[config.mk]
export PLATFORM = sky130hd
export DESIGN_NAME = lc3_mem_arbiter
export DESIGN_NICKNAME = d
export VERILOG_FILES = /design/src/rtl/lc3_pkg.sv /design/src/rtl/lc3_rr2.sv /design/src/rtl/lc3_mem_arbiter.sv
export SDC_FILE = /design/constraint.sdc
export NUM_CORES = 1
export LEC_CHECK = 0
export BUFFER_PORTS_ARGS = -buffer_cell sky130_fd_sc_hd__buf_4
export CORE_ASPECT_RATIO = 0.75
export CORE_MARGIN = 2
export CORE_UTILIZATION = 40
export DETAILED_ROUTE_END_ITERATION = 16
export PLACE_DENSITY = 0.79
export SLEW_MARGIN = 0
export SYNTH_ARGS = -nofsm -noshare
export SYNTH_HDL_FRONTEND = slang
export SYNTH_HIERARCHICAL = 1
export SYNTH_SLANG_ARGS = --single-unit
[constraint.sdc]
create_clock -name clk -period 2.45 [get_ports clk]
set_input_delay 0.1225 -clock clk [delete_from_list [all_inputs] [get_ports clk]]
set_output_delay 0.1225 -clock clk [all_outputs]
set_load 0.02 [all_outputs]
[src/rtl/lc3_pkg.sv]
// Shared types and constants for the LC-3 memory arbiter slice.
package lc3_pkg;

    localparam int unsigned WORD_W = 16;

    // Requester indices; also the encoding of the round-robin grant index
    localparam logic PORT_CPU = 1'b0;
    localparam logic PORT_DBG = 1'b1;

    typedef enum logic [1:0] {
        IDLE   = 2'd0,
        ACCESS = 2'd1,
        DONE   = 2'd2
    } state_t;

endpackage

[src/rtl/lc3_rr2.sv]
// Two-way round-robin selector: a lone request wins outright, a tie goes to
// the port opposite the previous winner.
module lc3_rr2
    import lc3_pkg::*;
(
    input  logic [1:0] req,     // req[PORT_CPU], req[PORT_DBG]
    input  logic       last,    // previous winner
    output logic       gnt_idx,
    output logic       valid
);

    // Pick the winning port index
    always_comb begin
        valid   = |req;
        gnt_idx = PORT_CPU;
        unique case (req)
            2'b01:   gnt_idx = PORT_CPU;
            2'b10:   gnt_idx = PORT_DBG;
            2'b11:   gnt_idx = ~last;
            default: gnt_idx = PORT_CPU;
        endcase
    end

endmodule

[src/rtl/lc3_mem_arbiter.sv]
// Arbitrates a single-ported memory between the CPU and a debug/loader port.
// One transaction at a time: IDLE -> ACCESS (MEM_LAT cycles) -> DONE.
module lc3_mem_arbiter
    import lc3_pkg::*;
#(
    parameter int unsigned MEM_LAT = 2,
    parameter int unsigned AW      = 16,
    parameter int unsigned DW      = WORD_W
) (
    input  logic          clk,
    input  logic          reset,

    input  logic          cpu_req,
    input  logic          cpu_we,
    input  logic [AW-1:0] cpu_addr,
    input  logic [DW-1:0] cpu_wdata,
    output logic          cpu_gnt,
    output logic          cpu_done,
    output logic [DW-1:0] cpu_rdata,

    input  logic          dbg_req,
    input  logic          dbg_we,
    input  logic [AW-1:0] dbg_addr,
    input  logic [DW-1:0] dbg_wdata,
    output logic          dbg_gnt,
    output logic          dbg_done,
    output logic [DW-1:0] dbg_rdata,

    output logic          mem_en,
    output logic          mem_we,
    output logic [AW-1:0] mem_addr,
    output logic [DW-1:0] mem_wdata,
    input  logic [DW-1:0] mem_rdata,

    output logic          busy
);

    localparam logic [3:0] LAT_M1 = 4'(MEM_LAT - 1);

    state_t        state_q, state_d;
    logic [3:0]    cnt_q, cnt_d;
    logic          win_q, win_d;
    logic          last_q, last_d;
    logic          we_q, we_d;
    logic [AW-1:0] addr_q, addr_d;
    logic [DW-1:0] wdata_q, wdata_d;
    logic [DW-1:0] cpu_rdata_q, cpu_rdata_d;
    logic [DW-1:0] dbg_rdata_q, dbg_rdata_d;

    logic rr_idx;
    logic rr_valid;
    logic in_access;

    lc3_rr2 u_rr2 (
        .req     ({dbg_req, cpu_req}),
        .last    (last_q),
        .gnt_idx (rr_idx),
        .valid   (rr_valid)
    );

    // State and transaction registers; reset abandons any transaction in flight
    always_ff @(posedge clk or posedge reset) begin
        if (reset) begin
            state_q     <= IDLE;
            cnt_q       <= 4'd0;
            win_q       <= PORT_CPU;
            last_q      <= PORT_DBG;
            we_q        <= 1'b0;
            addr_q      <= '0;
            wdata_q     <= '0;
            cpu_rdata_q <= '0;
            dbg_rdata_q <= '0;
        end else begin
            state_q     <= state_d;
            cnt_q       <= cnt_d;
            win_q       <= win_d;
            last_q      <= last_d;
            we_q        <= we_d;
            addr_q      <= addr_d;
            wdata_q     <= wdata_d;
            cpu_rdata_q <= cpu_rdata_d;
            dbg_rdata_q <= dbg_rdata_d;
        end
    end

    // Next-state: grant in IDLE, count down in ACCESS, one DONE cycle
    always_comb begin
        state_d     = state_q;
        cnt_d       = cnt_q;
        win_d       = win_q;
        last_d      = last_q;
        we_d        = we_q;
        addr_d      = addr_q;
        wdata_d     = wdata_q;
        cpu_rdata_d = cpu_rdata_q;
        dbg_rdata_d = dbg_rdata_q;
        unique case (state_q)
            IDLE: begin
                if (rr_valid) begin
                    state_d = ACCESS;
                    cnt_d   = LAT_M1;
                    win_d   = rr_idx;
                    last_d  = rr_idx;
                    if (rr_idx == PORT_CPU) begin
                        we_d    = cpu_we;
                        addr_d  = cpu_addr;
                        wdata_d = cpu_wdata;
                    end else begin
                        we_d    = dbg_we;
                        addr_d  = dbg_addr;
                        wdata_d = dbg_wdata;
                    end
                end
            end
            ACCESS: begin
                if (cnt_q == 4'd0) begin
                    state_d = DONE;
                    if (!we_q) begin
                        if (win_q == PORT_CPU) cpu_rdata_d = mem_rdata;
                        else                   dbg_rdata_d = mem_rdata;
                    end
                end else begin
                    cnt_d = cnt_q - 4'd1;
                end
            end
            DONE:    state_d = IDLE;
            default: state_d = IDLE;
        endcase
    end

    // Outputs decode from registered state only, so reset clears them at once
    always_comb begin
        in_access = (state_q == ACCESS);
        // Counter starts at LAT_M1 and only counts down, so this marks the first cycle
        cpu_gnt   = in_access && (cnt_q == LAT_M1) && (win_q == PORT_CPU);
        dbg_gnt   = in_access && (cnt_q == LAT_M1) && (win_q == PORT_DBG);
        cpu_done  = (state_q == DONE) && (win_q == PORT_CPU);
        dbg_done  = (state_q == DONE) && (win_q == PORT_DBG);
        cpu_rdata = cpu_rdata_q;
        dbg_rdata = dbg_rdata_q;
        mem_en    = in_access;
        mem_we    = in_access && we_q;
        mem_addr  = in_access ? addr_q : '0;
        mem_wdata = in_access ? wdata_q : '0;
        busy      = (state_q != IDLE);
    end

endmodule

==> key figures, run 1 <==
Route
  • Via-per-instance ratio: 4.72
  • Total Wirelength: 8050 um
  • Antenna-violating nets left: 0
  • DR pass1 iterations: 4
  • Iteration-0 DRC Markers: 44
  • Remaining DRCs: 0
  • Vias: 2,670
  • Wire per inst: 14.2 um

Synth
  • Multiplexer share of the synthesized area: 0.214
  • Largest family of logic cells by synthesized area: multiplexers
  • Dominant synthesized flop cell: dfrtp_1
  • Largest area contributor in the netlist: dfrtp_1
  • Synthesis-stage register bit count: 73
  • Fraction of registers with async set/reset: 1.00
  • Simple-Gate Fraction of Synth Area: 0.145
  • Syn Nets: 386
  • Ys Warns: 6
  • Share of the synthesized area in the top cell type: 0.526
  • Mapped Cells: 297
  • Sequential fraction of the synthesis area: 0.533
  • Synth Area in Compound Gates: 0.0606
  • Post-synth EDFFs: 0
  • Post-Synth Adder-Cell Area: 0.0109
  • Dominant cells by area after synthesis: dfrtp_1, mux2_2, mux2i_1
  • XOR/XNOR Fraction of Synth Area: 0
  • Syn Area/Cell: 11.5 um^2
  • Unique masters post-synth: 34
  • Synth Cell Area: 3430 um^2

STA
  • Fin. max-slew vios: 0
  • Slew @ Worst Pin: 0.620 ns
  • Final period util: 0.760
  • Setup violators final: 0
  • RSZ-0062 raised after global routing: false
  • Tmin final: 1.86 ns
  • Final count of hold timing violations: 0
  • F_max: 537 MHz
  • Worst slew margin: 0.586
  • Setup_tns: 0 ns
  • Setup Skew: 0.00776 ns

CTS
  • Root Driver: clkbuf_16
  • CTS buffer count: 9
  • Worst skew pair latency: 0.32 ns
  • H-tree levels: 3
  • Cts hold-fix bufs: 1
  • CTS tree: done
  • Clock Pin Slew Worst Setup and Hold Paths: 0.06 ns
  • # clock sinks: 73
  • Clk buf depth: 2
  • PostCTS Resize Cnt: 0
  • Post-CTS Setup Bufs: 0

Global routing
  • Largest net degree at the start of global routing: 40
  • Number of global-route vias before repair: 2,743
  • Initial antenna violation count: 0
  • First-pass GRT wire length: 13,200 um
  • Gr ovfl total: 0
  • GRT Total Usage: 0.173

Pwr
  • Cell Pwr Density: 1430 nW/um^2
  • Leakage power: 2.44 nW
  • Worst vdd ir: 1.03 mV

Place
  • Placed cell count: 549
  • GPL Wtd Cong: 0.776
  • Count of buffers from port buffering: 156
  • Placement Cell Area: 4700 um^2
  • Detailed Place HPWL: 5990 um

Final layout
  • Synthesis-to-finish area growth: 46.2%
  • Nets: 542
  • Fin area: 5010 um^2
  • Filler cell count: 695
  • Share of post-route cells with drive strength above 1: 0.489
  • Commonest non-fill, non-tap cells in the layout: buf_4, dfrtp_1, nor2_1
  • Fin cells: 566
  • Commonest non-fill, non-tap cell in the layout: buf_4
  • # diodes: 0

Run status
  • Status: finished clean

Floorplan
  • Die ar.: 9340 um^2
  • Row count: 29
  • Die Ht: 84.2 um
  • Core Footprint: 8380 um^2
  • # IOs: 157
  • Die X: 111 um
  • Starting Density: 0.409

Worst setup path
  • Startpoint type of the worst setup path: register
  • Max stage delay on crit path: 0.48 ns
  • CP max-delay cell: dfrtp_1
  • Max Fanout on Critical Path: 16
  • Worst Path Buf+Inv: 0
  • Critical-path cell list: nor4b_4 > nand3_2 > mux2_2
  • Data arrival, critical path: 2.07 ns
  • Largest delay share family, worst path: simple AND/OR/NAND/NOR gates
  • Critical path endpoint category: register
  • Data required, critical path: 2.65 ns
  • WS Path Type: reg -> reg

Min path
  • Worst min path class: in -> reg

Run
  • Max Cap Viol: 0
layout make-up:
type                       instances  area, um^2  area share
clock buffer                      11         243      0.0484
clock inverter                     5        62.6      0.0125
inverter                           3        11.3     0.00225
multi-input combinational        201        1490       0.298
sequential                        73        1830       0.365
tap                              108         135      0.0270
timing repair buffer             165        1240       0.248
sequential cells by signal (all words and copies together), names as in the netlist:
| register | cells |
|---|---|
| addr_q | 16 |
| cnt_q | 4 |
| cpu_rdata | 16 |
| dbg_rdata | 16 |
| last_q | 1 |
| state_q | 2 |
| wdata_q | 16 |
| we_q | 1 |
| win_q | 1 |
final timing paths:
kind / from / end / slack [ns] / depth (start not counted)
min in group asynchronous: reset / cpu_rdata[9] / 0.45 / 3
max in group asynchronous: reset / addr_q[11] / 1.16 / 4
hold / removal: mem_rdata[15] / cpu_rdata[15] / 0.04 / 2
setup / recovery: state_q[1] / cpu_rdata[14] / 0.59 / 3
hold reg to reg: cpu_rdata[1] / cpu_rdata[1] / 0.51 / 1
setup reg to reg: state_q[1] / cpu_rdata[14] / 0.59 / 3
per-stage QoR:
| stage | setup WS (ns) | power (mW) | hold WS (ns) | utilization |
|---|---|---|---|---|
| 3_3_place_gp | 0.671 | 5.80 | 0.231 | 0.561 |
| 4_1_cts | 0.589 | 7.27 | 0.0268 | 0.598 |
| 2_1_floorplan | 0.476 | 4.38 | 0.273 | - |
| 3_5_place_dp | 0.584 | 5.91 | 0.239 | 0.561 |
| 6_report | 0.588 | 7.18 | 0.0358 | 0.598 |
| 5_1_grt | 0.440 | 7.62 | 0.0326 | 0.598 |
logic make-up (layout without fill, tap and decap cells):
| logic type | count (synthesis) | after routing |
|---|---|---|
| simple gates | 90 | 90 |
| flops | 73 | 73 |
| fa+ha+maj | 3 | 3 |
| mux | 69 | 69 |
| compound gates | 39 | 39 |
| buf+inv | 23 | 184 |
report_power, final:
| part | switching, mW | leakage [nW] | internal (mW) | total (mW) |
|---|---|---|---|---|
| clock network | 0.498 | 0.143 | 0.823 | 1.32 |
| registers | 0.353 | 0.852 | 1.80 | 2.15 |
| logic | 1.98 | 1.45 | 1.73 | 3.71 |
routing by layer:
metal	routed length (um)	track usage	up-vias
li1	-	-	1322
met1	3510	0.221	1268
met2	4130	0.301	74
met3	339	0.0347	6
met4	66	0.0534	0
met5	0	0	-
Yosys cell counts, drive strengths merged (2+ instances only):
cell	number
dfrtp	72
nor2	37
mux2i	35
a21oi	34
and2	34
mux2	34
buf	10
clkbuf	10
ha	3
inv	3
or2	3
nand2	2
nand2b	2
nand3	2
nor3	2
nor3b	2
Note: power is estimated with default switching activity, not from simulation.
==> run 2: changes to the inputs <==
--- a/config.mk
+++ b/config.mk
@@ -5,12 +5,13 @@
 export SDC_FILE = /design/constraint.sdc
 export NUM_CORES = 1
 export LEC_CHECK = 0
+export ABC_AREA = 1
 export BUFFER_PORTS_ARGS = -buffer_cell sky130_fd_sc_hd__buf_4
 export CORE_ASPECT_RATIO = 0.75
 export CORE_MARGIN = 2
 export CORE_UTILIZATION = 40
 export DETAILED_ROUTE_END_ITERATION = 16
-export PLACE_DENSITY = 0.79
+export PLACE_DENSITY = 0.78
 export SLEW_MARGIN = 0
 export SYNTH_ARGS = -nofsm -noshare
 export SYNTH_HDL_FRONTEND = slang
==> constraint.sdc (replaced) <==
create_clock -name clk -period 1.8 [get_ports clk]
set_input_delay 0.09 -clock clk [delete_from_list [all_inputs] [get_ports clk]]
set_output_delay 0.09 -clock clk [all_outputs]
set_load 0.02 [all_outputs]
==> key figures, run 2 <==
Pwr
  • Combinational Power Share: 0.523
  • Overall Power: 9.86 mW
  • Internal Power: 5.65 mW
  • Leakage power: 2.89 nW
  • Cell Pwr Density: 1830 nW/um^2
  • Worst vdd ir: 1.13 mV
  • Clock share of power: 0.181
  • Sequential share of power: 0.296
  • Net Sw Power: 4.21 mW
  • Switching share of power: 0.427

STA
  • Fin. max-slew vios: 0
  • Setup Skew: 0.00891 ns
  • Tmin final: 1.69 ns
  • Setup violators final: 0
  • Slew @ Worst Pin: 0.568 ns
  • Final period util: 0.939
  • Final setup margin: 0.109 ns
  • F_max: 591 MHz
  • Final count of hold timing violations: 0
  • Worst slew margin: 0.621

Global routing
  • Largest net degree at the start of global routing: 68
  • Initial antenna violation count: 0
  • First-pass GRT wire length: 15,400 um
  • Gr ovfl total: 0
  • GRT Total Usage: 0.199
  • Number of global-route vias before repair: 3,371

Synth
  • Synth top cells by count: nand2_1, inv_1, dfrtp_1
  • Synth Cell Area: 3550 um^2
  • Syn Nets: 532
  • Synthesis-stage register bit count: 73
  • Unique masters post-synth: 29
  • Dominant synthesized flop cell: dfrtp_1
  • Sequential fraction of the synthesis area: 0.515
  • Dominant cells by area after synthesis: dfrtp_1, nand2_1, inv_1
  • Syn Area/Cell: 8.01 um^2
  • Share of the synthesized area in the top cell type: 0.508
  • Post-synth EDFFs: 0
  • Most numerous cell in the Yosys netlist: nand2_1
  • Largest area contributor in the netlist: dfrtp_1
  • Fraction of registers with async set/reset: 1.00
  • Ys Warns: 6
  • Mapped Cells: 443

Floorplan
  • # IOs: 157
  • Die X: 113 um
  • Core Footprint: 8530 um^2
  • Die ar.: 9650 um^2
  • Starting Density: 0.416
  • Row count: 29
  • Die Ht: 85.6 um

CTS
  • Clock Pin Slew Worst Setup and Hold Paths: 0.06 ns
  • Clk buf depth: 2
  • H-tree levels: 3
  • # clock sinks: 73
  • CTS buffer count: 9
  • CTS tree: done
  • Worst skew pair latency: 0.33 ns
  • Root Driver: clkbuf_16

Place
  • Placed cell count: 694
  • Placement Cell Area: 4850 um^2
  • Dpl ws: 0.187 ns
  • Count of buffers from port buffering: 156
  • Detailed Place HPWL: 6750 um
  • GPL Wtd Cong: 0.871

Min path
  • Worst min path class: in -> reg

Final layout
  • Register Area: 1830 um^2
  • Nets: 708
  • Share of post-route cells with drive strength above 1: 0.321
  • Fin area: 5380 um^2
  • Commonest non-fill, non-tap cell in the layout: buf_4
  • Multi-input logic area: 1330 um^2
  • Fin cells: 732
  • Commonest non-fill, non-tap cells in the layout: buf_4, nand2_1, inv_1
  • Synthesis-to-finish area growth: 51.7%
  • # diodes: 0
  • Fin util: 0.631
  • Filler cell count: 732

Route
  • Total Wirelength: 9390 um
  • DR pass1 iterations: 5
  • Vias: 3,456
  • Antenna-violating nets left: 0
  • Remaining DRCs: 0
  • Iteration-0 DRC Markers: 188
  • Wire per inst: 12.8 um
  • Via-per-instance ratio: 4.72

Run status
  • Status: finished clean

Worst setup path
  • Max Fanout on Critical Path: 17
  • Data required, critical path: 1.71 ns
  • Data arrival, critical path: 1.60 ns
  • Critical path endpoint category: output pin
  • Startpoint type of the worst setup path: register
  • WS Path Type: reg -> out

Run
  • Max Cap Viol: 0
==> run 2: path summary, 6_finish.rpt <==
check	start	end	cells after the start	slack (ns)
worst max-delay path	state_q[0]	cpu_gnt	6	0.11
worst min-delay path	cpu_addr[1]	addr_q[1]	3	0.006
worst max register to register	cnt_q[0]	cpu_rdata[12]	7	0.17
worst min register to register	cpu_rdata[0]	cpu_rdata[0]	2	0.48
max in group asynchronous	reset	addr_q[14]	4	0.83
min in group asynchronous	reset	dbg_rdata[8]	3	0.38
==> run 2: power by group through the flow <==
| stage | Sequential [mW] | Clock [mW] | Combinational [mW] |
|---|---|---|---|
| after floorplan | 3.28 | 0 | 2.68 |
| after global placement | 2.91 | 0 | 4.95 |
| after detailed placement | 2.92 | 0 | 5.07 |
| after CTS | 2.91 | 1.83 | 5.14 |
| after global routing | 2.99 | 1.90 | 5.69 |
| final | 2.92 | 1.78 | 5.16 |
==> run 2: through the flow <==
step | hold slack, ns | TNS [ns]
3_5_place_dp | 0.186 | 0
4_1_cts | 0.00128 | 0
5_1_grt | 0.00841 | -0.00328
6_report | 0.00641 | 0
2_1_floorplan | 0.200 | 0
3_3_place_gp | 0.176 | 0
==> run 2: logic make-up after synthesis <==
kind of cell             after synthesis  share of synthesized area
AND/OR/NAND/NOR                      194                      0.230
AO/OA/AOI/OAI                         72                      0.125
adder cells (fa/ha/maj)                3                     0.0106
buffers and inverters                100                      0.117
flip-flops                            73                      0.515
XOR/XNOR                               1                    0.00247
==> run 2: area by class of cell <==
| class | instances | share of cell area |
|---|---|---|
| flip-flops and latches | 73 | 0.340 |
| repair buffers | 187 | 0.277 |
| multi-input cells | 270 | 0.247 |
| inverters | 78 | 0.0551 |
| clock buffers | 10 | 0.0444 |
| well taps | 108 | 0.0251 |
| clock inverters | 6 | 0.0121 |
==> run 2: per-layer routing <==
layer | global-route usage | up-vias | share of wire
met4 | 0.0687 | 0 | 0.017
met5 | 0 | - | 0
met3 | 0.0594 | 14 | 0.093
li1 | - | 1716 | -
met2 | 0.322 | 161 | 0.46
met1 | 0.259 | 1565 | 0.43
==> run 2: what timing repair did <==
item | CTS | global route
endpoints found under the hold margin | 57 | 0
setup endpoints to repair | 1 | 2
pin swaps | 0 | 1
cloned | 0 | 0
resized for setup | 1 | 1
setup buffers | 0 | 2
hold buffers | 20 | 0
==> run 2: critical path, stage by stage (launching register included) <==
cell and delay, ns:
dfrtp_1 0.39, inv_2 0.08, nor2_4 0.16, inv_1 0.07, buf_4 0.20, nor4_2 0.18
buf_4 0.19
==> run 3: changes to the inputs <==
--- a/config.mk
+++ b/config.mk
@@ -7,11 +7,13 @@
 export LEC_CHECK = 0
 export ABC_AREA = 1
 export BUFFER_PORTS_ARGS = -buffer_cell sky130_fd_sc_hd__buf_4
+export CELL_PAD_IN_SITES_DETAIL_PLACEMENT = 1
+export CELL_PAD_IN_SITES_GLOBAL_PLACEMENT = 1
 export CORE_ASPECT_RATIO = 0.75
 export CORE_MARGIN = 2
-export CORE_UTILIZATION = 40
+export CORE_UTILIZATION = 33
 export DETAILED_ROUTE_END_ITERATION = 16
-export PLACE_DENSITY = 0.78
+export PLACE_DENSITY = 0.89
 export SLEW_MARGIN = 0
 export SYNTH_ARGS = -nofsm -noshare
 export SYNTH_HDL_FRONTEND = slang
==> key figures, run 3 (synthesized netlist as in run 2, its figures left out) <==
Pwr
  • Switching share of power: 0.424
  • Sequential share of power: 0.287
  • Overall Power: 10.2 mW
  • Net Sw Power: 4.33 mW
  • Leakage power: 2.88 nW
  • Worst vdd ir: 0.751 mV
  • Internal Power: 5.87 mW
  • Clock share of power: 0.205
  • Combinational Power Share: 0.508
  • Cell Pwr Density: 1890 nW/um^2

Global routing
  • GRT Total Usage: 0.199
  • Number of global-route vias before repair: 3,743
  • First-pass GRT wire length: 17,900 um
  • Largest net degree at the start of global routing: 74
  • Gr ovfl total: 0
  • Initial antenna violation count: 0

Run
  • Max Cap Viol: 0

STA
  • Final hold slack: 0.00808 ns
  • Final period util: 0.913
  • Setup Skew: 0.00442 ns
  • RSZ-0062 raised after global routing: false
  • Slew @ Worst Pin: 0.436 ns
  • Worst slew margin: 0.709
  • Tmin final: 1.64 ns
  • Final setup margin: 0.156 ns
  • Fin. max-slew vios: 0
  • Final count of hold timing violations: 0
  • Setup violators final: 0
  • Setup_tns: 0 ns
  • F_max: 608 MHz

Final layout
  • Commonest non-fill, non-tap cells in the layout: buf_4, nand2_1, inv_1
  • Fin util: 0.520
  • Commonest non-fill, non-tap cell in the layout: buf_4
  • # diodes: 0
  • Nets: 701
  • Fin cells: 753
  • Fin area: 5400 um^2
  • Synthesis-to-finish area growth: 52.1%
  • Share of post-route cells with drive strength above 1: 0.316

Place
  • GPL Wtd Cong: 0.749
  • Placement Cell Area: 4870 um^2
  • Detailed Place HPWL: 7920 um
  • Dpl ws: 0.145 ns
  • Count of buffers from port buffering: 156
  • Placed cell count: 720

Floorplan
  • Core Footprint: 10,400 um^2
  • Row count: 32
  • # IOs: 157
  • Die Ht: 93.8 um
  • Die ar.: 11,600 um^2
  • Die X: 124 um
  • Starting Density: 0.342

Route
  • Remaining DRCs: 0
  • Wire per inst: 14.5 um
  • Vias: 3,501
  • Antenna-violating nets left: 0
  • Total Wirelength: 10,900 um
  • Iteration-0 DRC Markers: 132
  • DR pass1 iterations: 4
  • Via-per-instance ratio: 4.65

Worst setup path
  • Critical path endpoint category: output pin
  • Data arrival, critical path: 1.55 ns
  • Max Fanout on Critical Path: 6
  • WS Path Type: reg -> out
  • Startpoint type of the worst setup path: register
  • Data required, critical path: 1.71 ns

CTS
  • Clock Pin Slew Worst Setup and Hold Paths: 0.06 ns
  • Root Driver: clkbuf_16
  • CTS tree: done
  • H-tree levels: 3
  • Worst skew pair latency: 0.33 ns
  • # clock sinks: 73
  • Post-CTS Setup Bufs: 0
  • Clk buf depth: 2
  • CTS buffer count: 9

Min path
  • Worst min path class: in -> reg

Run status
  • Status: finished clean
==> run 3: cell types whose count changed in the layout (fill, tap and decap cells not counted), moves of 2 or more <==
| cell | delta |
|---|---|
| nor4_1 | +2 |
| clkinv_2 | -2 |
| nor4_2 | -2 |
| dlygate4sd3_1 | -3 |
| bufinv_16 | +2 |
| buf_4 | -4 |
==> run 3: area by class of cell <==
cell class | count | area, um^2
Fill cell | 1250 | 4970
Sequential cell | 73 | 1830
Timing Repair Buffer | 180 | 1430
Multi-Input combinational cell | 270 | 1320
Inverter | 78 | 297
Clock buffer | 10 | 239
Tap cell | 136 | 170
Clock inverter | 6 | 115
==> run 3: critical path, stage by stage (launching register included) <==
cell	delay [ns]
dfrtp_1	0.35
inv_1	0.15
ha_1	0.19
inv_1	0.06
nor4_1	0.28
buf_4	0.19
==> run 3: power groups by stage <==
stage	Combinational, mW	Sequential, mW	Clock (mW)
global route	5.76	3.02	2.20
floorplan	2.68	3.28	0
detailed placement	5.21	2.94	0
global placement	5.01	2.89	0
CTS	5.26	2.92	2.14
finish	5.19	2.93	2.09
==> run 3: per-layer routing <==
metal,GRT usage,wire (um),vias to the layer above
li1,-,-,1700
met1,0.234,4490,1665
met2,0.352,5450,128
met3,0.0649,922,8
met4,0.0455,71,0
met5,0,0,-
==> run 3: worst paths after layout <==
kind	startpoint	end	slack (ns)	cells past startpoint
min in group asynchronous	reset	cpu_rdata[1]	0.39	4
min reg2reg	cpu_rdata[14]	cpu_rdata[14]	0.49	2
max in group asynchronous	reset	last_q	1.02	4
max reg2reg	cnt_q[0]	cpu_rdata[3]	0.19	7
min	cpu_wdata[6]	wdata_q[6]	0.008	3
max	cnt_q[1]	dbg_gnt	0.16	5
==> run 3: what timing repair did <==
| item | 4_1_cts | 5_1_grt |
|---|---|---|
| setup endpoints to repair | 0 | 9 |
| gates resized for setup | 0 | 1 |
| hold endpoints to repair | 103 | 0 |
| hold buffers | 17 | 0 |
